## src/rtl/segscan_capture.sv

```systemverilog
// Receive side of a multiplexed 7-segment bus: rebuilds one 10-digit
// frame from the pads and decodes every digit back to a hex nibble.
module segscan_capture #(
  parameter int NDIG        = 10,
  parameter int STABLE_CYC  = 4,
  parameter int TIMEOUT_CYC = 65535,
  parameter bit SEL_ACT_LOW = 1'b0,
  parameter bit SEG_ACT_LOW = 1'b0
) (
  input  logic            clk,
  input  logic            rst,
  input  logic [NDIG-1:0] sel_in,
  input  logic [7:0]      segm_in,
  input  logic [3:0]      rd_idx,
  output logic [3:0]      rd_digit,
  output logic            rd_dp,
  output logic            rd_known,
  output logic            frame_stb,
  output logic [7:0]      frame_cnt,
  output logic            err_multi,
  output logic            err_tmo
);

  localparam int DW = $clog2(STABLE_CYC + 1);
  localparam int TW = $clog2(TIMEOUT_CYC + 1);

  localparam logic [NDIG-1:0] SEL_INV = {NDIG{SEL_ACT_LOW}};
  localparam logic [7:0]      SEG_INV = {8{SEG_ACT_LOW}};
  localparam logic [NDIG-1:0] ALL_ONES = '1;
  localparam logic [NDIG-1:0] BIT0 = NDIG'(1);

  typedef enum logic [1:0] {
    HUNT,
    COLLECT,
    COPY
  } state_t;

  // slot word: [5]=known [4]=dp [3:0]=digit
  typedef logic [5:0] slot_t;

  logic [NDIG-1:0] sel_m;
  logic [NDIG-1:0] sel_s;
  logic [7:0]      seg_m;
  logic [7:0]      seg_s;
  logic [NDIG-1:0] sel_n;
  logic [7:0]      seg_n;

  logic [NDIG-1:0] prev_sel;
  logic [7:0]      prev_seg;
  logic [DW-1:0]   dwell_cnt;

  logic            sample;
  logic            samp_zero;
  logic            samp_one;
  logic [3:0]      samp_idx;
  logic            digit_smp;
  logic            multi_smp;
  slot_t           samp_word;

  state_t          state_q;
  state_t          state_d;
  logic [NDIG-1:0] mask_q;
  logic [NDIG-1:0] mask_d;
  logic [TW-1:0]   tmo_q;
  logic [TW-1:0]   tmo_d;
  logic            sh_we;
  logic            copy;
  logic            set_multi;
  logic            set_tmo;

  slot_t           shadow [NDIG];
  slot_t           disp   [NDIG];

  function automatic logic [4:0] dec7(
    input logic [6:0] s
  );
    logic [4:0] r;
    case (s)
      7'h3F:   r = 5'h10;
      7'h06:   r = 5'h11;
      7'h5B:   r = 5'h12;
      7'h4F:   r = 5'h13;
      7'h66:   r = 5'h14;
      7'h6D:   r = 5'h15;
      7'h7D:   r = 5'h16;
      7'h07:   r = 5'h17;
      7'h7F:   r = 5'h18;
      7'h6F:   r = 5'h19;
      7'h77:   r = 5'h1A;
      7'h7C:   r = 5'h1B;
      7'h39:   r = 5'h1C;
      7'h5E:   r = 5'h1D;
      7'h79:   r = 5'h1E;
      7'h71:   r = 5'h1F;
      default: r = 5'h00;
    endcase
    return r;
  endfunction

  // sync flops reset to the idle pad level so nothing looks selected
  always_ff @(posedge clk) begin
    if (rst) begin
      sel_m <= SEL_INV;
      sel_s <= SEL_INV;
      seg_m <= SEG_INV;
      seg_s <= SEG_INV;
    end else begin
      sel_m <= sel_in;
      sel_s <= sel_m;
      seg_m <= segm_in;
      seg_s <= seg_m;
    end
  end

  assign sel_n = sel_s ^ SEL_INV;
  assign seg_n = seg_s ^ SEG_INV;

  always_ff @(posedge clk) begin
    if (rst) begin
      prev_sel  <= '0;
      prev_seg  <= '0;
      dwell_cnt <= '0;
    end else begin
      prev_sel <= sel_n;
      prev_seg <= seg_n;
      if (sel_n != prev_sel) begin
        dwell_cnt <= '0;
      end else if (dwell_cnt != DW'(STABLE_CYC)) begin
        dwell_cnt <= dwell_cnt + 1'b1;
      end
    end
  end

  // prev_* hold the value that has been stable for the whole dwell
  assign sample    = (dwell_cnt == DW'(STABLE_CYC - 1));
  assign samp_zero = (prev_sel == '0);
  assign samp_one  = !samp_zero &&
                     ((prev_sel & (prev_sel - 1'b1)) == '0);
  assign digit_smp = sample && samp_one;
  assign multi_smp = sample && !samp_zero && !samp_one;

  always_comb begin
    samp_idx = '0;
    for (int i = 0; i < NDIG; i++) begin
      if (prev_sel[i]) begin
        samp_idx = i[3:0];
      end
    end
  end

  always_comb begin
    logic [4:0] d;
    d = dec7(prev_seg[6:0]);
    samp_word = {d[4], prev_seg[7], d[3:0]};
  end

  always_ff @(posedge clk) begin
    if (rst) begin
      state_q <= HUNT;
      mask_q  <= '0;
      tmo_q   <= '0;
    end else begin
      state_q <= state_d;
      mask_q  <= mask_d;
      tmo_q   <= tmo_d;
    end
  end

  always_comb begin
    state_d   = state_q;
    mask_d    = mask_q;
    tmo_d     = tmo_q;
    sh_we     = 1'b0;
    copy      = 1'b0;
    set_multi = 1'b0;
    set_tmo   = 1'b0;
    unique case (state_q)
      HUNT: begin
        tmo_d = '0;
        if (multi_smp) begin
          set_multi = 1'b1;
          mask_d    = '0;
        end else if (digit_smp && samp_idx == 4'd0) begin
          sh_we   = 1'b1;
          mask_d  = BIT0;
          state_d = COLLECT;
        end
      end
      COLLECT: begin
        if (multi_smp) begin
          set_multi = 1'b1;
          mask_d    = '0;
          tmo_d     = '0;
          state_d   = HUNT;
        end else if (digit_smp) begin
          sh_we = 1'b1;
          tmo_d = '0;
          if (samp_idx == 4'd0) begin
            mask_d = BIT0;
          end else begin
            mask_d = mask_q | (BIT0 << samp_idx);
          end
          if (mask_d == ALL_ONES) begin
            state_d = COPY;
          end
        end else if (tmo_q == TW'(TIMEOUT_CYC)) begin
          set_tmo = 1'b1;
          mask_d  = '0;
          tmo_d   = '0;
          state_d = HUNT;
        end else begin
          tmo_d = tmo_q + 1'b1;
        end
      end
      COPY: begin
        copy    = 1'b1;
        mask_d  = '0;
        tmo_d   = '0;
        state_d = HUNT;
        if (multi_smp) begin
          set_multi = 1'b1;
        end
      end
      default: begin
        mask_d  = '0;
        tmo_d   = '0;
        state_d = HUNT;
      end
    endcase
  end

  always_ff @(posedge clk) begin
    if (rst) begin
      for (int i = 0; i < NDIG; i++) begin
        shadow[i] <= '0;
        disp[i]   <= '0;
      end
    end else begin
      if (sh_we) begin
        shadow[samp_idx] <= samp_word;
      end
      if (copy) begin
        disp <= shadow;
      end
    end
  end

  always_ff @(posedge clk) begin
    if (rst) begin
      frame_stb <= 1'b0;
      frame_cnt <= '0;
      err_multi <= 1'b0;
      err_tmo   <= 1'b0;
    end else begin
      frame_stb <= copy;
      frame_cnt <= frame_cnt + 8'(copy);
      if (set_multi) begin
        err_multi <= 1'b1;
      end
      if (set_tmo) begin
        err_tmo <= 1'b1;
      end
    end
  end

  // registered readback sees disp before any copy on the same edge
  always_ff @(posedge clk) begin
    if (rst) begin
      rd_digit <= '0;
      rd_dp    <= 1'b0;
      rd_known <= 1'b0;
    end else if (32'(rd_idx) < NDIG) begin
      rd_digit <= disp[rd_idx][3:0];
      rd_dp    <= disp[rd_idx][4];
      rd_known <= disp[rd_idx][5];
    end else begin
      rd_digit <= '0;
      rd_dp    <= 1'b0;
      rd_known <= 1'b0;
    end
  end

endmodule

```

## config.mk

```make
export PLATFORM = sky130hd
export DESIGN_NAME = segscan_capture
export DESIGN_NICKNAME = d
export VERILOG_FILES = /design/src/rtl/segscan_capture.sv
export SDC_FILE = /design/constraint.sdc
export NUM_CORES = 1
export LEC_CHECK = 0
export CAP_MARGIN = 0
export CORE_MARGIN = 3
export CORE_UTILIZATION = 30
export DETAILED_ROUTE_END_ITERATION = 16
export SYNTH_ARGS = -nofsm -noshare
export SYNTH_HDL_FRONTEND = slang
export SYNTH_SLANG_ARGS = --single-unit
```

## constraint.sdc

```tcl
create_clock -name clk -period 3.11 [get_ports clk]
set_clock_uncertainty 0.2 [all_clocks]
set_input_delay 0.4665 -clock clk [delete_from_list [all_inputs] [get_ports clk]]
set_output_delay 0.4665 -clock clk [all_outputs]
set_load 0.02 [all_outputs]
```

==> metrics.md <==
| Metric | Value |
|---|---|
| I/O pin count | `41` |
| Crit path capture type | `flop` |
| Port bufs | `40` |
| Mapped Area | `~8900 sq um` |
| Worst reg2reg setup slack | `0.37 ns` |
| Detail-routed via count per cell | `4.73` |
| Static Leakage | `4.00 nW` |
| Iteration-0 DRC count of the detailed router | `530` |
| First drt pass iteration count | `5` |
| Hold EP | `err_tmo` |
| Mean post-synth cell area | `about 9.4 sq um` |
| Met2 Usage GRT | `0.187` |
| Pin count of the biggest net entering global routing | `62` |
| Syn Nets | `983` |
| Clk_lat worst skew | `0.53 ns` |
| Layout Cells excl Fill | `1378` |
| Critical path class | `flop to flop` |
| Synth Flop Type | `dfxtp_1` |
| Layout cells sized above 1 | `0.106` |
| Hold Path Depth | `2` |
| Synth Instances | `953` |
| Crit path required time | `3.31 ns` |
| Worst R2R End | `shadow[35]` |
| Hold Crit Class | `input pin to flop` |
| Slew @ Worst Pin | `0.847 ns` |
| Starting Density | `0.308` |
| CTS tree | `built` |
| CTS root buf | `clkbuf_16` |
| Num CTS Buffers | `25` |
| Area Growth Syn to Fin | `18.0%` |
| M3 GR Usage | `0.0205` |
| Vias in the first global route | `6150` |
| HP Start | `rst` |
| Die Wd | `179 um` |
| CTS resizes | `0` |
| Flops & latches, synth | `between 200 and 250` |
| Setup TNS | `0 ns` |
| Hold Fails Final Rpt | `0` |
| Inst Count DP | `1333` |
| Slew margin rel. | `0.433` |
| Antenna-violating nets left | `0` |
| Final WL | `around 19 mm` |
| Fin area | `between 10000 and 15000 sq um` |
| Gr busiest metal | `met2` |
| EDFF count, synth | `0` |
| Wirelength per Cell | `14.0 um` |
| First-pass GRT wire length | `31.8 mm` |
| Pre-CTS setup slack | `0.292 ns` |
| MaxCap Viol Count | `0` |
| RSZ-0062 raised after global routing | `false` |
| Sequential fraction of the synthesis area | `0.497` |
| Residual overflow from global routing | `0` |
| Top-area cell type share of the netlist area | `0.497` |
| Drt drc | `0` |
| DP HPWL | `12.4 mm` |
| Final Power | `6.03 mW` |
| Warnings from Yosys | `0` |
| Reg clk slew, reported paths | `0.06 ns` |
| Status | `finished clean` |
| Core Box Area | `about 29000 sq um` |
| ANT cells | `0` |
| Fill cells | `2958` |
| Reg2reg start | `prev_sel[7]` |
| Post-CTS Repair Setup Buffers | `0` |
| CP arrival | `2.94 ns` |
| Longest Clk Path Bufs | `3` |
| Library cells used by synthesis | `74` |
| Worst vdd ir | `303 uV` |
| Die height | `179 um` |
| Fmax | `between 300 and 400 MHz` |
| Final setup vio count | `0` |
| CTS HTree Levels | `1` |
| Synth top area cells | `dfxtp_1, nand2_1, mux2i_1, nor2b_1, a21oi_1` |
| GPL Wtd Cong | `0.839` |
| Commonest cells after routing, fill and taps aside | `dfxtp_1, nand2_1, a21oi_1` |
| Antenna violations before repair | `0` |
| Crit path time final | `2.74 ns` |
| Met1 usage | `0.172` |
| Cell row count | `62` |
| P per Cell Area | `~570 nW/um^2` |
| Routed via count | `between 6000 and 7000` |
| Final period util | `0.882` |
| Reg area | `approximately 4400 sq um` |
| Nets | `1006` |
| # clock sinks | `around 220` |
| Post-placement cell area | `around 10000 sq um` |
| Commonest non-fill, non-tap cell in the layout | `dfxtp_1` |
| CP Launch Type | `flop` |
| Dominant cell type by area after synthesis | `dfxtp_1` |
| Hold Buf Count CTS | `0` |
| Die area | `31900 sq um` |
| Setup WS post-layout | `0.368 ns` |
| Async S/R FF share, synth | `0` |
| Worst-path fanout max | `10` |
| Worst Reg-to-Reg Cells | `8` |
| Max-slew violation count | `0` |
| Total track usage | `0.121` |
| Multi-input logic area | `4190 sq um` |
[Yosys cell counts, drive strengths merged, types with 3 or more instances]
cell type  number
a211oi          6
a21oi          75
a22oi           5
a31oi          11
and2            9
and3           13
buf            16
clkbuf         47
dfxtp         222
ha              6
inv            14
mux2i          72
mux4           12
nand2         204
nand2b          4
nand3          14
nand4           6
nor2           44
nor2b          61
nor3            7
nor3b           3
nor4            8
nor4b           4
o211ai          8
o21ai           4
o22ai           9
xnor2           9
xor2           23
[cell families (layout without fill, tap and decap cells)]
family,Yosys count,after routing,synth area share
AND/OR/NAND/NOR,389,389,0.213
flip-flops,222,222,0.497
AO/OA/AOI/OAI,141,141,0.102
multiplexers,84,84,0.111
buffers and inverters,78,119,0.0364
XOR/XNOR,32,32,0.0313
adder cells (fa/ha/maj),7,7,0.00951
[sequential cells by signal, indices dropped and copies added, names as in the netlist, 8 cells and up]
name / cells
seg_n: 8
shadow: 60
disp: 60
sel_n: 10
prev_sel: 10
tmo_q: 16
seg_m: 8
mask_q: 10
sel_m: 10
prev_seg: 8
frame_cnt: 8
[area by class of cell]
| class | count | share of cell area |
|---|---|---|
| multi-input cells | 653 | 0.397 |
| clock inverters | 13 | 0.0129 |
| flip-flops and latches | 222 | 0.421 |
| repair buffers | 59 | 0.0524 |
| clock buffers | 32 | 0.0656 |
| well taps | 384 | 0.0455 |
| inverters | 15 | 0.00534 |
[worst max path at each step]
stage,startpoint,end
global route,prev_sel[7],shadow[27]
CTS,prev_sel[7],mask_q[6]
finish,prev_sel[7],shadow[35]
floorplan,prev_sel[2],mask_q[3]
global placement,rd_idx[1],rd_digit[1]
detailed placement,rd_idx[1],rd_digit[1]
[power by group]
group	internal, mW	switching (mW)
Sequential	2.87	0.0226
Combinational	0.0956	0.120
Clock	1.75	1.17
[metal layers]
layer / share of wire / up-vias
met4: 0.027 / 0
met3: 0.051 / 33
met1: 0.50 / 3037
li1: - / 3288
met5: 0 / -
met2: 0.43 / 156
[critical path: stages, from the launching register on]
cell and delay [ns]:
dfxtp_1 0.41, nor4_2 0.56, buf_4 0.22, buf_4 0.14, o22ai_2 0.13, nor4_2 0.27
buf_4 0.26, nand4_4 0.24, mux2i_1 0.20
[per-stage QoR]
| stage | util | hold WS, ns |
|---|---|---|
| final | 0.364 | 0.225 |
| after CTS | 0.364 | 0.217 |
| after floorplan | - | 0.214 |
| after global placement | 0.335 | 0.215 |
| after detailed placement | 0.335 | 0.220 |
| after global routing | 0.364 | 0.249 |
Note: power is estimated with default switching activity, not from simulation.
